===== src/rtl/servo_cmd_sequencer.sv =====
// Scans n_channels servo duty registers, presenting each on address/duty_cycle_value
// for one slot of slot_cycles clocks with a latch strobe, fed by a host-written clamped shadow bank.
module servo_cmd_sequencer #(
    parameter int         n_channels     = 4,
    parameter int         addr_bus_width = 2,
    parameter int         slot_cycles    = 250000,
    parameter logic [7:0] duty_min       = 8'd0,
    parameter logic [7:0] duty_max       = 8'd255,
    parameter logic [7:0] duty_rst       = 8'd128
) (
    input  logic                      clk,
    input  logic                      reset_n,
    input  logic                      enable,
    input  logic                      wr_en,
    input  logic [addr_bus_width-1:0] wr_addr,
    input  logic [7:0]                wr_data,
    output logic [addr_bus_width-1:0] address,
    output logic [7:0]                duty_cycle_value,
    output logic                      latch,
    output logic                      frame_start,
    output logic                      busy
);

    typedef enum logic [1:0] {IDLE, LOAD, LATCH, HOLD} state_t;

    localparam logic [addr_bus_width:0]   NCH_W     = (addr_bus_width+1)'(n_channels);
    localparam logic [addr_bus_width-1:0] LAST_CH   = addr_bus_width'(n_channels - 1);
    // LOAD and LATCH take one cycle each; HOLD fills the rest of the slot.
    localparam logic [23:0]               HOLD_LAST = 24'(slot_cycles - 3);

    state_t                                state_q;
    logic [addr_bus_width-1:0]             idx_q, idx_d;
    logic [23:0]                           cnt_q;
    logic [addr_bus_width-1:0]             addr_q;
    logic [7:0]                            duty_q;
    logic                                  latch_q, frame_q, busy_q;
    logic [n_channels-1:0][7:0]            shadow_q;
    logic [7:0]                            clamp_d;

    always_comb begin
        clamp_d = wr_data;
        if (wr_data <= duty_min)
            clamp_d = duty_min;
        else if (wr_data >= duty_max)
            clamp_d = duty_max;
    end

    always_comb begin
        idx_d = idx_q + 1'b1;
        if (idx_q == LAST_CH)
            idx_d = '0;
    end

    // Writes in a channel's LOAD cycle land after duty_q has sampled the old value.
    always_ff @(posedge clk) begin
        if (!reset_n)
            shadow_q <= {n_channels{duty_rst}};
        else if (wr_en && ({1'b0, wr_addr} < NCH_W))
            shadow_q[wr_addr] <= clamp_d;
    end

    always_ff @(posedge clk) begin
        if (!reset_n) begin
            state_q <= IDLE;
            idx_q   <= '0;
            cnt_q   <= '0;
            addr_q  <= '0;
            duty_q  <= '0;
            latch_q <= 1'b0;
            frame_q <= 1'b0;
            busy_q  <= 1'b0;
        end else begin
            latch_q <= 1'b0;
            frame_q <= 1'b0;
            case (state_q)
                IDLE: begin
                    if (enable) begin
                        state_q <= LOAD;
                        idx_q   <= '0;
                        busy_q  <= 1'b1;
                    end
                end
                LOAD: begin
                    addr_q  <= idx_q;
                    duty_q  <= shadow_q[idx_q];
                    latch_q <= 1'b1;
                    frame_q <= (idx_q == '0);
                    state_q <= LATCH;
                end
                LATCH: begin
                    cnt_q   <= '0;
                    state_q <= HOLD;
                end
                HOLD: begin
                    if (cnt_q == HOLD_LAST) begin
                        idx_q <= idx_d;
                        if (enable) begin
                            state_q <= LOAD;
                        end else begin
                            state_q <= IDLE;
                            busy_q  <= 1'b0;
                        end
                    end else begin
                        cnt_q <= cnt_q + 24'd1;
                    end
                end
                default: state_q <= IDLE;
            endcase
        end
    end

    assign address          = addr_q;
    assign duty_cycle_value = duty_q;
    assign latch            = latch_q;
    assign frame_start      = frame_q;
    assign busy             = busy_q;

endmodule


===== config.mk =====
export PLATFORM = sky130hd
export DESIGN_NAME = servo_cmd_sequencer
export DESIGN_NICKNAME = d
export VERILOG_FILES = /design/src/rtl/servo_cmd_sequencer.sv
export SDC_FILE = /design/constraint.sdc
export NUM_CORES = 1
export LEC_CHECK = 0
export BUFFER_PORTS_ARGS = -buffer_cell sky130_fd_sc_hd__buf_2
export CELL_PAD_IN_SITES_DETAIL_PLACEMENT = 0
export CELL_PAD_IN_SITES_GLOBAL_PLACEMENT = 1
export CORE_MARGIN = 2
export CORE_UTILIZATION = 45
export CTS_BUF_LIST = sky130_fd_sc_hd__clkbuf_16
export DETAILED_ROUTE_END_ITERATION = 12
export GPL_ROUTABILITY_DRIVEN = 0
export MAX_ROUTING_LAYER = met4
export PLACE_DENSITY_LB_ADDON = 0.1
export SLEW_MARGIN = 20
export SYNTH_ARGS = -nofsm -noshare
export SYNTH_HDL_FRONTEND = slang
export SYNTH_SLANG_ARGS = --single-unit
export TNS_END_PERCENT = 1

===== constraint.sdc =====
create_clock -name clk -period 2.75 [get_ports clk]
set_input_delay 0.6875 -clock clk [delete_from_list [all_inputs] [get_ports clk]]
set_output_delay 0.6875 -clock clk [all_outputs]
set_load 0.05 [all_outputs]

==> results.py <==
metrics = {
    "placement": {
        "io_buffers": 26,
        "dpl.hpwl_um": 5634,
        "placedCellCount": 501,
        "pre_cts_ws_ns": 0.5349,
    },
    "detailed_routing": {
        "drtIter0Drc": 121,
        "drc_errors": 0,
        "vias": 2901,
        "drtPass1Iterations": 4,
        "wire_per_inst_um": 16.02,
        "ant_nets": 0,
        "via_per_inst": 5.611,
        "finalWirelength_um": 8281,
    },
    "clock_network": {
        "holdBufCountCts": 0,
        "clkLatencyLatePin_ns": 0.33,
        "cts-htree-levels": 3,
        "clockRootBuffer": "clkbuf_16",
        "cts.clk_slew.worst_paths_ns": 0.06,
        "clkSinkCount": 73,
        "cts_tree": "done",
        "post_cts_buffers": 0,
        "numCtsBuffers": 9,
        "clockBufferDepth": 2,
        "cts_resized": 0,
    },
    "die": {
        "core.rowCount": 31,
        "die_area_um2": 8341,
        "dieHeight_um": 91.33,
        "core_area_um2": 7331,
        "die-width_um": 91.33,
        "start_util_pct": 46.82,
        "ios": 27,
    },
    "worst_setup_path": {
        "path_class": "reg2reg",
        "start_kind": "flop",
        "cp-end-kind": "flop",
        "cp.arrival_ns": 2.42,
        "reg2reg_depth": 6,
        "required_ns": 2.94,
        "critPathMaxFanout": 16,
    },
    "power": {
        "pwr-share-seq_pct": 38.6,
        "power_density_nw_per_um2": 748.3,
        "combPwrFrac_pct": 19.5,
        "power.switching_fraction_pct": 29.87,
        "p_int_mw": 2.096,
        "pwr-share-clk_pct": 41.9,
        "leakage_nw": 1.483,
        "ir_drop_mv": 0.3672,
        "power_switching_mw": 0.8927,
    },
    "global_route": {
        "met2_usage_pct": 34.14,
        "grt_pass1_vias": 2603,
        "grt_overflow_total": 0,
        "grt_use_met1_pct": 27.27,
        "grt_use_met3_pct": 5.145,
        "grt_usage_pct": 21.30,
        "grt_pass1_wl_um": 13590,
        "top_usage_layer": "met2",
        "grt_antenna_before_repair": 0,
        "grt_start_max_net_pins": 29,
    },
    "outcome": {
        "status": "complete, no violations",
    },
    "timing": {
        "worst_pin_slew_ns": 0.6651,
        "setup_viol": 0,
        "max_freq_ghz": 0.4481,
        "skew_ns": 0.007233,
        "min_period_over_period_pct": 81.16,
        "rsz0062_at_grt": "no",
        "fin_crit_ns": 2.232,
        "holdWs_ns": 0.4550,
        "postLayoutSetupSlackWorst_ns": 0.5182,
        "max-slew-margin-rel_pct": 55.50,
        "finalHoldViolations": 0,
        "slew_viol_final": 0,
        "fin_setup_tns_ns": 0,
    },
    "logic_synthesis": {
        "synthCells": 386,
        "synth_most_common_cell": "dfxtp_1",
        "synth.top_cell.area_share_pct": 42.58,
        "synth_edf_count": 0,
        "yosysTopAreaCell": "dfxtp_1",
        "yosysUniqueCellTypes": 52,
        "synthFlopType": "dfxtp_1",
        "async_flop_share_pct": 0,
        "synthTopCellsByCount": "73 x dfxtp_1, 60 x nand2_1, 33 x mux2i_1",
        "syn_avg_cell_area_um2": 8.891,
        "ys_ff_latch": 73,
        "synth_area_leaders": "dfxtp_1 43%, mux2i_1 9.6%, nand2_1 6.6%, a21oi_1 3.9%, ha_1 3.3%",
        "ys_seq_area_share_pct": 42.58,
        "ys.warnings.count": 0,
        "synth_nets": 409,
        "syn_area_um2": 3432,
    },
    "final_layout": {
        "drive_gt1_share_pct": 14.59,
        "antenna_cells": 0,
        "area_growth_pct": 16.37,
        "nFillCells": 656,
        "stdcell_count": 517,
        "fin_nets": 436,
    },
    "worst_hold_path": {
        "min_path_cells": 2,
        "min_path_type": "reg2reg",
    },
    "run": {
        "cap_violations": 0,
    },
}
flip-flops by register name (all words and copies together), names as in the netlist:
| signal | cells |
|---|---|
| state_q | 2 |
| shadow_q | 32 |
| duty_cycle_value | 8 |
| address | 2 |
| latch | 1 |
| frame_start | 1 |
| idx_q | 2 |
| cnt_q | 24 |
| busy | 1 |
logic make-up (layout without fill, tap and decap cells):
kind of cell | Yosys count | after routing | share of synthesized area (%)
muxes | 37 | 37 | 12.25
AOI/OAI and AO/OA | 80 | 80 | 15.46
and+or+nand+nor | 152 | 152 | 21.87
DFF | 73 | 73 | 42.58
adders and majority gates | 9 | 9 | 3.281
xor gates and xnor gates | 2 | 2 | 0.5105
buffers and inverters | 33 | 65 | 4.047
critical path, cell delays in order, from the launching register on:
cell      delay [ns]
dfxtp_1         0.37
nor4b_1         0.41
nand4_1         0.38
o21ai_4         0.46
buf_4           0.26
nor2b_1         0.15
a211oi_1        0.05
metrics by stage:
step,power (mW),instance area [µm²],utilization (%)
after CTS,3.023,3994,54.48
after global routing,3.130,3994,54.48
after detailed placement,1.761,3675,50.13
after global placement,1.761,3675,50.13
after floorplan,1.591,3432,-
final,2.989,3994,54.48
area by class of cell:
class	count	area, µm²	share of cell area [%]
Multi-Input combinational cell	280	1832	45.86
Sequential cell	73	1461	36.59
Clock buffer	9	225.2	5.639
Timing Repair Buffer	37	212.7	5.326
Tap cell	99	123.9	3.102
Clock inverter	7	93.84	2.350
Inverter	12	45.04	1.128
power by group through the flow:
stage,clock (mW),combinational [mW],sequential [mW]
6_report,1.25,0.583,1.15
2_1_floorplan,0,0.347,1.24
3_3_place_gp,0,0.585,1.18
5_1_grt,1.32,0.643,1.16
3_5_place_dp,0,0.583,1.18
4_1_cts,1.28,0.588,1.15
layer usage:
| metal | vias up | share of wire (%) |
|---|---|---|
| li1 | 1460 | - |
| met1 | 1380 | 47 |
| met2 | 57 | 48 |
| met3 | 4 | 3.8 |
| met4 | 0 | 0.56 |
| met5 | - | 0 |
path summary, 6_finish.rpt:
kind / slack (ns) / from / end
hold / removal: 0.46 / shadow_q[10] / shadow_q[10]
setup / recovery: 0.52 / cnt_q[8] / cnt_q[0]
setup reg to reg: 0.52 / cnt_q[8] / cnt_q[0]
hold reg to reg: 0.46 / shadow_q[10] / shadow_q[10]
cell usage in the layout, fill, tap and decap left out, types with 4 or more instances in the layout:
| cell type | instances |
|---|---|
| inv_1 | 11 |
| mux2i_1 | 33 |
| mux4_2 | 4 |
| nor2_1 | 27 |
| nand3_1 | 13 |
| o22ai_1 | 4 |
| buf_4 | 11 |
| and3_1 | 6 |
| nand4_1 | 7 |
| buf_2 | 26 |
| or4_1 | 6 |
| or3_1 | 6 |
| o41ai_1 | 4 |
| a21oi_1 | 27 |
| dfxtp_1 | 73 |
| and4_1 | 5 |
| clkbuf_16 | 9 |
| a311oi_1 | 4 |
| o211ai_1 | 6 |
| nand2_1 | 60 |
| o21ai_0 | 13 |
| ha_1 | 9 |
No activity file was read; power rests on OpenSTA's default activity.
